===== src/rtl/pcmcia_host_pkg.sv =====
// Shared types and constants for the PCMCIA host bus-cycle generator.
package pcmcia_host_pkg;

  localparam int unsigned CNT_W  = 8;
  localparam int unsigned ADDR_W = 16;
  localparam int unsigned DATA_W = 8;

  localparam int unsigned DEF_SETUP_CYC    = 2;
  localparam int unsigned DEF_STROBE_CYC   = 6;
  localparam int unsigned DEF_HOLD_CYC     = 2;
  localparam int unsigned DEF_WAIT_TIMEOUT = 255;

  // Configuration option register in attribute space (A[9]=1).
  localparam logic [ADDR_W-1:0] CONF_REG_ADDR = 16'h0200;

  typedef enum logic [2:0] {
    ST_IDLE   = 3'd0,
    ST_SETUP  = 3'd1,
    ST_STROBE = 3'd2,
    ST_WAIT   = 3'd3,
    ST_HOLD   = 3'd4,
    ST_DONE   = 3'd5
  } state_t;

  // Phase counters load n-1 and expire at zero, giving exactly n cycles.
  function automatic logic [CNT_W-1:0] cnt_load(input int unsigned n);
    return CNT_W'(n - 1);
  endfunction

endpackage


===== src/rtl/pcmcia_host_cycle_cdc_sync2.sv =====
// Two-flop synchronizer for the asynchronous WAITB input; idles high (no wait).
module cdc_sync2
  import pcmcia_host_pkg::*;
(
  input  logic i_clk,
  input  logic i_rst,
  input  logic i_d,
  output logic o_q
);

  logic r_meta;
  logic r_sync;

  // Reset to the inactive (high) level so a reset never looks like a wait request.
  always_ff @(posedge i_clk or posedge i_rst) begin
    if (i_rst) begin
      r_meta <= 1'b1;
      r_sync <= 1'b1;
    end else begin
      r_meta <= i_d;
      r_sync <= r_meta;
    end
  end

  assign o_q = r_sync;

endmodule


===== src/rtl/pcmcia_host_cycle.sv =====
// Host-side card bus cycle generator: turns single-beat requests into timed
// REGSELB/CE1B/OEB/WEB strobe sequences and returns read data.
// Optional feature macro: PCMCIA_HOST_WAIT_EN (honour WAITB, WAIT state, timeout).
module pcmcia_host_cycle
  import pcmcia_host_pkg::*;
#(
  parameter int unsigned SETUP_CYC    = DEF_SETUP_CYC,
  parameter int unsigned STROBE_CYC   = DEF_STROBE_CYC,
  parameter int unsigned HOLD_CYC     = DEF_HOLD_CYC,
  parameter int unsigned WAIT_TIMEOUT = DEF_WAIT_TIMEOUT
) (
  input  logic              CLK,
  input  logic              RESET,
  input  logic              req_valid,
  output logic              req_ready,
  input  logic              req_write,
  input  logic              req_attr,
  input  logic [ADDR_W-1:0] req_addr,
  input  logic [DATA_W-1:0] req_wdata,
  output logic              rsp_valid,
  output logic [DATA_W-1:0] rsp_rdata,
  output logic              rsp_timeout,
  output logic [ADDR_W-1:0] A,
  output logic [DATA_W-1:0] D_out,
  input  logic [DATA_W-1:0] D_in,
  output logic              D_oe,
  output logic              REGSELB,
  output logic              CE1B,
  output logic              OEB,
  output logic              WEB,
  input  logic              WAITB
);

  localparam logic [CNT_W-1:0] SETUP_LOAD  = cnt_load(SETUP_CYC);
  localparam logic [CNT_W-1:0] STROBE_LOAD = cnt_load(STROBE_CYC);
  localparam logic [CNT_W-1:0] HOLD_LOAD   = cnt_load(HOLD_CYC);
  localparam logic [CNT_W-1:0] WAIT_LOAD   = cnt_load(WAIT_TIMEOUT);

  state_t              r_state,       w_state_nxt;
  logic [CNT_W-1:0]    r_cnt,         w_cnt_nxt;
  logic                r_write,       w_write_nxt;
  logic [DATA_W-1:0]   r_rdata,       w_rdata_nxt;
  logic                r_timeout,     w_timeout_nxt;
  logic                r_req_ready,   w_req_ready_nxt;
  logic [ADDR_W-1:0]   r_a,           w_a_nxt;
  logic [DATA_W-1:0]   r_dout,        w_dout_nxt;
  logic                r_doe,         w_doe_nxt;
  logic                r_regselb,     w_regselb_nxt;
  logic                r_ce1b,        w_ce1b_nxt;
  logic                r_oeb,         w_oeb_nxt;
  logic                r_web,         w_web_nxt;
  logic                r_rsp_valid,   w_rsp_valid_nxt;
  logic [DATA_W-1:0]   r_rsp_rdata,   w_rsp_rdata_nxt;
  logic                r_rsp_timeout, w_rsp_timeout_nxt;

`ifdef PCMCIA_HOST_WAIT_EN
  logic w_waitb_s;

  cdc_sync2 u_waitb_sync (
    .i_clk (CLK),
    .i_rst (RESET),
    .i_d   (WAITB),
    .o_q   (w_waitb_s)
  );
`else
  // WAITB and the wait budget have no effect in this build.
  logic [CNT_W:0] w_unused_wait;
  assign w_unused_wait = {WAITB, WAIT_LOAD};
`endif

  // State and registered bus/response outputs; reset releases every strobe at once.
  always_ff @(posedge CLK or posedge RESET) begin
    if (RESET) begin
      r_state       <= ST_IDLE;
      r_cnt         <= '0;
      r_write       <= 1'b0;
      r_rdata       <= '0;
      r_timeout     <= 1'b0;
      r_req_ready   <= 1'b0;
      r_a           <= '0;
      r_dout        <= '0;
      r_doe         <= 1'b0;
      r_regselb     <= 1'b1;
      r_ce1b        <= 1'b1;
      r_oeb         <= 1'b1;
      r_web         <= 1'b1;
      r_rsp_valid   <= 1'b0;
      r_rsp_rdata   <= '0;
      r_rsp_timeout <= 1'b0;
    end else begin
      r_state       <= w_state_nxt;
      r_cnt         <= w_cnt_nxt;
      r_write       <= w_write_nxt;
      r_rdata       <= w_rdata_nxt;
      r_timeout     <= w_timeout_nxt;
      r_req_ready   <= w_req_ready_nxt;
      r_a           <= w_a_nxt;
      r_dout        <= w_dout_nxt;
      r_doe         <= w_doe_nxt;
      r_regselb     <= w_regselb_nxt;
      r_ce1b        <= w_ce1b_nxt;
      r_oeb         <= w_oeb_nxt;
      r_web         <= w_web_nxt;
      r_rsp_valid   <= w_rsp_valid_nxt;
      r_rsp_rdata   <= w_rsp_rdata_nxt;
      r_rsp_timeout <= w_rsp_timeout_nxt;
    end
  end

  // Next state and next-cycle bus values; strobes default high, bus fields default hold.
  always_comb begin
    w_state_nxt       = r_state;
    w_cnt_nxt         = r_cnt;
    w_write_nxt       = r_write;
    w_rdata_nxt       = r_rdata;
    w_timeout_nxt     = r_timeout;
    w_req_ready_nxt   = 1'b0;
    w_a_nxt           = r_a;
    w_dout_nxt        = r_dout;
    w_doe_nxt         = r_doe;
    w_regselb_nxt     = r_regselb;
    w_ce1b_nxt        = r_ce1b;
    w_oeb_nxt         = 1'b1;
    w_web_nxt         = 1'b1;
    w_rsp_valid_nxt   = 1'b0;
    w_rsp_rdata_nxt   = '0;
    w_rsp_timeout_nxt = 1'b0;

    unique case (r_state)
      ST_IDLE: begin
        w_req_ready_nxt = 1'b1;
        if (req_valid && r_req_ready) begin
          w_state_nxt     = ST_SETUP;
          w_cnt_nxt       = SETUP_LOAD;
          w_write_nxt     = req_write;
          w_rdata_nxt     = '0;
          w_timeout_nxt   = 1'b0;
          w_req_ready_nxt = 1'b0;
          w_a_nxt         = req_addr;
          w_dout_nxt      = req_wdata;
          w_doe_nxt       = req_write;
          w_regselb_nxt   = ~req_attr;
          w_ce1b_nxt      = 1'b0;
        end
      end

      ST_SETUP: begin
        if (r_cnt == '0) begin
          w_state_nxt = ST_STROBE;
          w_cnt_nxt   = STROBE_LOAD;
          w_oeb_nxt   = r_write;
          w_web_nxt   = ~r_write;
        end else begin
          w_cnt_nxt = r_cnt - CNT_W'(1);
        end
      end

      ST_STROBE: begin
        w_oeb_nxt = r_write;
        w_web_nxt = ~r_write;
        if (r_cnt == '0) begin
`ifdef PCMCIA_HOST_WAIT_EN
          if (!w_waitb_s) begin
            w_state_nxt = ST_WAIT;
            w_cnt_nxt   = WAIT_LOAD;
          end else begin
            w_state_nxt = ST_HOLD;
            w_cnt_nxt   = HOLD_LOAD;
            w_oeb_nxt   = 1'b1;
            w_web_nxt   = 1'b1;
            w_rdata_nxt = r_write ? '0 : D_in;
          end
`else
          w_state_nxt = ST_HOLD;
          w_cnt_nxt   = HOLD_LOAD;
          w_oeb_nxt   = 1'b1;
          w_web_nxt   = 1'b1;
          w_rdata_nxt = r_write ? '0 : D_in;
`endif
        end else begin
          w_cnt_nxt = r_cnt - CNT_W'(1);
        end
      end

      ST_WAIT: begin
`ifdef PCMCIA_HOST_WAIT_EN
        w_oeb_nxt = r_write;
        w_web_nxt = ~r_write;
        if (w_waitb_s) begin
          w_state_nxt = ST_HOLD;
          w_cnt_nxt   = HOLD_LOAD;
          w_oeb_nxt   = 1'b1;
          w_web_nxt   = 1'b1;
          w_rdata_nxt = r_write ? '0 : D_in;
        end else if (r_cnt == '0) begin
          // Card never released WAITB: abandon the strobe and flag it.
          w_state_nxt   = ST_HOLD;
          w_cnt_nxt     = HOLD_LOAD;
          w_oeb_nxt     = 1'b1;
          w_web_nxt     = 1'b1;
          w_rdata_nxt   = '0;
          w_timeout_nxt = 1'b1;
        end else begin
          w_cnt_nxt = r_cnt - CNT_W'(1);
        end
`else
        w_state_nxt = ST_HOLD;
        w_cnt_nxt   = HOLD_LOAD;
`endif
      end

      ST_HOLD: begin
        if (r_cnt == '0) begin
          w_state_nxt       = ST_DONE;
          w_rsp_valid_nxt   = 1'b1;
          w_rsp_rdata_nxt   = r_rdata;
          w_rsp_timeout_nxt = r_timeout;
          w_ce1b_nxt        = 1'b1;
          w_regselb_nxt     = 1'b1;
          w_doe_nxt         = 1'b0;
        end else begin
          w_cnt_nxt = r_cnt - CNT_W'(1);
        end
      end

      ST_DONE: begin
        w_state_nxt     = ST_IDLE;
        w_req_ready_nxt = 1'b1;
      end

      default: begin
        w_state_nxt = ST_IDLE;
      end
    endcase
  end

  assign req_ready   = r_req_ready;
  assign rsp_valid   = r_rsp_valid;
  assign rsp_rdata   = r_rsp_rdata;
  assign rsp_timeout = r_rsp_timeout;
  assign A           = r_a;
  assign D_out       = r_dout;
  assign D_oe        = r_doe;
  assign REGSELB     = r_regselb;
  assign CE1B        = r_ce1b;
  assign OEB         = r_oeb;
  assign WEB         = r_web;

endmodule


===== config.mk =====
export PLATFORM = sky130hd
export DESIGN_NAME = pcmcia_host_cycle
export DESIGN_NICKNAME = d
export VERILOG_FILES = /design/src/rtl/pcmcia_host_pkg.sv /design/src/rtl/pcmcia_host_cycle_cdc_sync2.sv /design/src/rtl/pcmcia_host_cycle.sv
export SDC_FILE = /design/constraint.sdc
export NUM_CORES = 1
export LEC_CHECK = 0
export CORE_UTILIZATION = 34
export CTS_BUF_LIST = sky130_fd_sc_hd__clkbuf_8
export DETAILED_ROUTE_END_ITERATION = 7
export PLACE_DENSITY = 0.6
export SLEW_MARGIN = 20
export SYNTH_ARGS = -nofsm -noshare
export SYNTH_HDL_FRONTEND = slang
export SYNTH_SLANG_ARGS = --single-unit
export TNS_END_PERCENT = 30

===== constraint.sdc =====
create_clock -name CLK -period 3.8 [get_ports CLK]
set_clock_uncertainty 0.1 [all_clocks]
set_input_delay 0.76 -clock CLK [delete_from_list [all_inputs] [get_ports CLK]]
set_output_delay 0.76 -clock CLK [all_outputs]
set_load 0.01 [all_outputs]

==> metrics.yaml <==
outcome: "completed"
drive_above_1_share_pct: 19.0
power_switching_share_pct: 33.5
die_area_mm2: 0.00798
ant_nets: 0
yosys.area.top_type: "dfrtp_1"
clock_latency_ns: 0.33
regArea_mm2: 0.00148
use_met1_pct: 20.6
internal_power_mw: 1.78
place_congestion: 0.755
avgSynthCellArea_um2: 11.7
ys_ff_latch: 59
yosys-top-cells-area: "dfrtp_1, mux2_2, dfstp_2, mux2i_1, nand2_1"
p_comb_share_pct: 40.7
clk_pin_slew_worst_paths_ns: 0.07
cts_resized: 0
required_ns: 3.89
rr_endpoint: "r_cnt[5]"
syn-cell-area_mm2: 0.00259
pin_count: 78
cts-root-buf: "clkbuf_8"
peakVddDrop_mv: 0.407
dpl_cell_area_mm2: 0.00346
antenna_cells: 0
multi_input_area_mm2: 0.00103
syn_nets: 260
finalHoldViolCount: 0
worstPathMaxFanout: 16
max_slew.worst_pin.slew_ns: 0.803
pwr-share-clk_pct: 20.7
post_cts_buffers: 0
grt_pass1_wl_mm: 9.18
finalSetupViolations: 0
rows: 31
r2r.worst_path.cells: 6
drv_slew: 0
grt_max_degree: 37
p_switching_mw: 0.899
die_h_um: 89.3
fillers: 673
die-width_um: 89.3
synth.top_cell.area_share_pct: 53.1
setup_tns_ns: 0
r2r_slack_ns: 1.08
design_area_mm2: 0.00365
fin_util_pct: 49.8
core_area_mm2: 0.00733
synth_flop_cell: "dfrtp_1"
relSlewSlack_pct: 46.3
fmax_ghz: 0.368
vias: 1969
synthDistinctLibCells: 45
async_flop_share_pct: 100
grt_setup_unrepaired: "no"
end_kind: "flop"
firstDrtPassIters: 4
synth-edff-count: 0
globalRouteMet2Util_pct: 22.1
first_iter_violations: 71
r2r_start: "r_cnt[0]"
cts_tree: "yes"
worstSetupPathType: "flop to flop"
vias_per_cell: 4.86
p_leak_nw: 1.49
drc_errors: 0
overflow: 0
post-route-min-period_ns: 2.72
holdBufCountCts: 0
grt.met3_usage_pct: 8.49
dp_hpwl_mm: 3.77
grt_usage_pct: 15.4
start_util_pct: 35.4
finalWirelength_mm: 5.59
io_buffer_count: 75
cap_violations: 0
h-tree-depth: 3
cts.sinks: 59
yosysWarnings: 0
cts_buffers: 9
powerDensity_mw_per_mm2: 734
cp.arrival_ns: 2.81
power_frac_seq_pct: 38.6
ys_seq_area_share_pct: 57.1
crit_end: "r_cnt[5]"
critPathLaunchType: "flop"
wire_per_inst_um: 13.8
clockBufferDepth: 2
fin_crit_sh_pct: 71.5
fin_nets: 340
busiest_layer: "met2"
hp-class: "flop to flop"
cp-startpoint: "r_cnt[0]"
grt_pass1_vias: 1950
syn-instance-count: 221
area_growth_pct: 40.8
antenna_found_initial: 0
-- layer usage --
| layer | part of all wire [%] | vias to the layer above |
|---|---|---|
| met3 | 10 | 2 |
| li1 | - | 941 |
| met1 | 46 | 959 |
| met5 | 0 | - |
| met4 | 0.14 | 0 |
| met2 | 44 | 67 |
-- worst min path at each step --
stage | start | to | slack, ns | cells past startpoint
2_1_floorplan | r_write | WEB | 0.32 | 1
3_3_place_gp | r_write | WEB | 0.35 | 1
3_5_place_dp | r_write | WEB | 0.36 | 1
4_1_cts | r_write | WEB | 0.38 | 1
5_1_grt | A[7] | A[7] | 0.41 | 1
6_report | r_write | WEB | 0.39 | 1
-- Yosys cell counts (3+ instances only) --
library cell,n
buf_2,3
o21ai_0,7
clkbuf_1,4
nand2_1,17
or3_1,3
a21oi_1,10
a211oi_1,4
mux2_2,25
dfrtp_1,55
nor3b_1,3
dfstp_2,4
inv_1,13
nor2_1,8
nand3_1,4
nor3_1,11
nand2b_1,5
mux2i_1,8
o211ai_1,4
-- cells by family (layout without fill, tap and decap cells) --
family / count (synthesis) / count (layout) / synth area share [%]
buffers and inverters: 22 / 107 / 3.47
other: 1 / 1 / 0.145
adders and majority gates: 1 / 1 / 0.482
AOI/OAI and AO/OA: 38 / 38 / 9.70
muxes: 34 / 34 / 14.4
DFF: 59 / 59 / 57.1
and+or+nand+nor: 66 / 66 / 14.7
-- layout make-up --
type,instances,share of cell area (%)
Timing Repair Buffer,78,21.2
Clock inverter,6,1.54
Multi-Input combinational cell,140,28.2
Sequential cell,59,40.6
Tap cell,99,3.39
Inverter,13,1.34
Clock buffer,10,3.77
-- power groups by stage --
| stage | combinational, mW | clock [mW] | sequential [mW] |
|---|---|---|---|
| after floorplan | 0.588 | 0 | 1.06 |
| after global placement | 1.09 | 0 | 1.04 |
| after detailed placement | 1.10 | 0 | 1.04 |
| after CTS | 1.10 | 0.581 | 1.04 |
| after global routing | 1.20 | 0.602 | 1.07 |
| final | 1.09 | 0.556 | 1.03 |
-- sequential cells by signal (all words and copies together), names as in the netlist, 3 cells and up --
signal / count
r_state: 3
A: 16
rsp_rdata: 8
D_out: 8
r_cnt: 8
r_rdata: 8
-- critical path, stage by stage, from the launching register on --
cell and delay (ns):
dfrtp_1 0.41, inv_1 0.07, ha_1 0.26, nor3b_1 0.50
nand2_1 0.50, a221oi_2 0.61, nor4_1 0.13
-- layout by cell type (no fill, tap or decap), types with 2 or more instances in the layout --
master,synthesis,layout
a211oi_1,4,4
nor3_1,11,11
nor2_1,8,8
or3_1,3,3
o22ai_1,2,2
buf_4,1,3
dfstp_2,4,4
clkinv_2,0,3
clkdlybuf4s50_1,0,75
nor3b_1,3,3
nand2b_1,5,5
nor2b_1,2,2
o21ai_0,7,7
or4_1,2,2
a31oi_1,2,2
clkbuf_8,0,10
o211ai_1,4,4
dfrtp_1,55,55
or3b_2,2,2
nand3_1,4,4
mux2i_1,8,8
nand2_1,17,17
mux2_2,25,25
inv_1,13,13
a21oi_1,10,10
-- per-stage QoR --
step / setup slack, ns / cells / total power [mW] / hold WS [ns]
6_report: 1.08 / 405 / 2.68 / 0.386
3_5_place_dp: 1.10 / 389 / 2.14 / 0.363
5_1_grt: 0.830 / 405 / 2.88 / 0.414
3_3_place_gp: 1.05 / 389 / 2.13 / 0.354
2_1_floorplan: 1.49 / 221 / 1.65 / 0.322
4_1_cts: 1.10 / 405 / 2.72 / 0.379
Note: power is estimated with default switching activity, not from simulation.
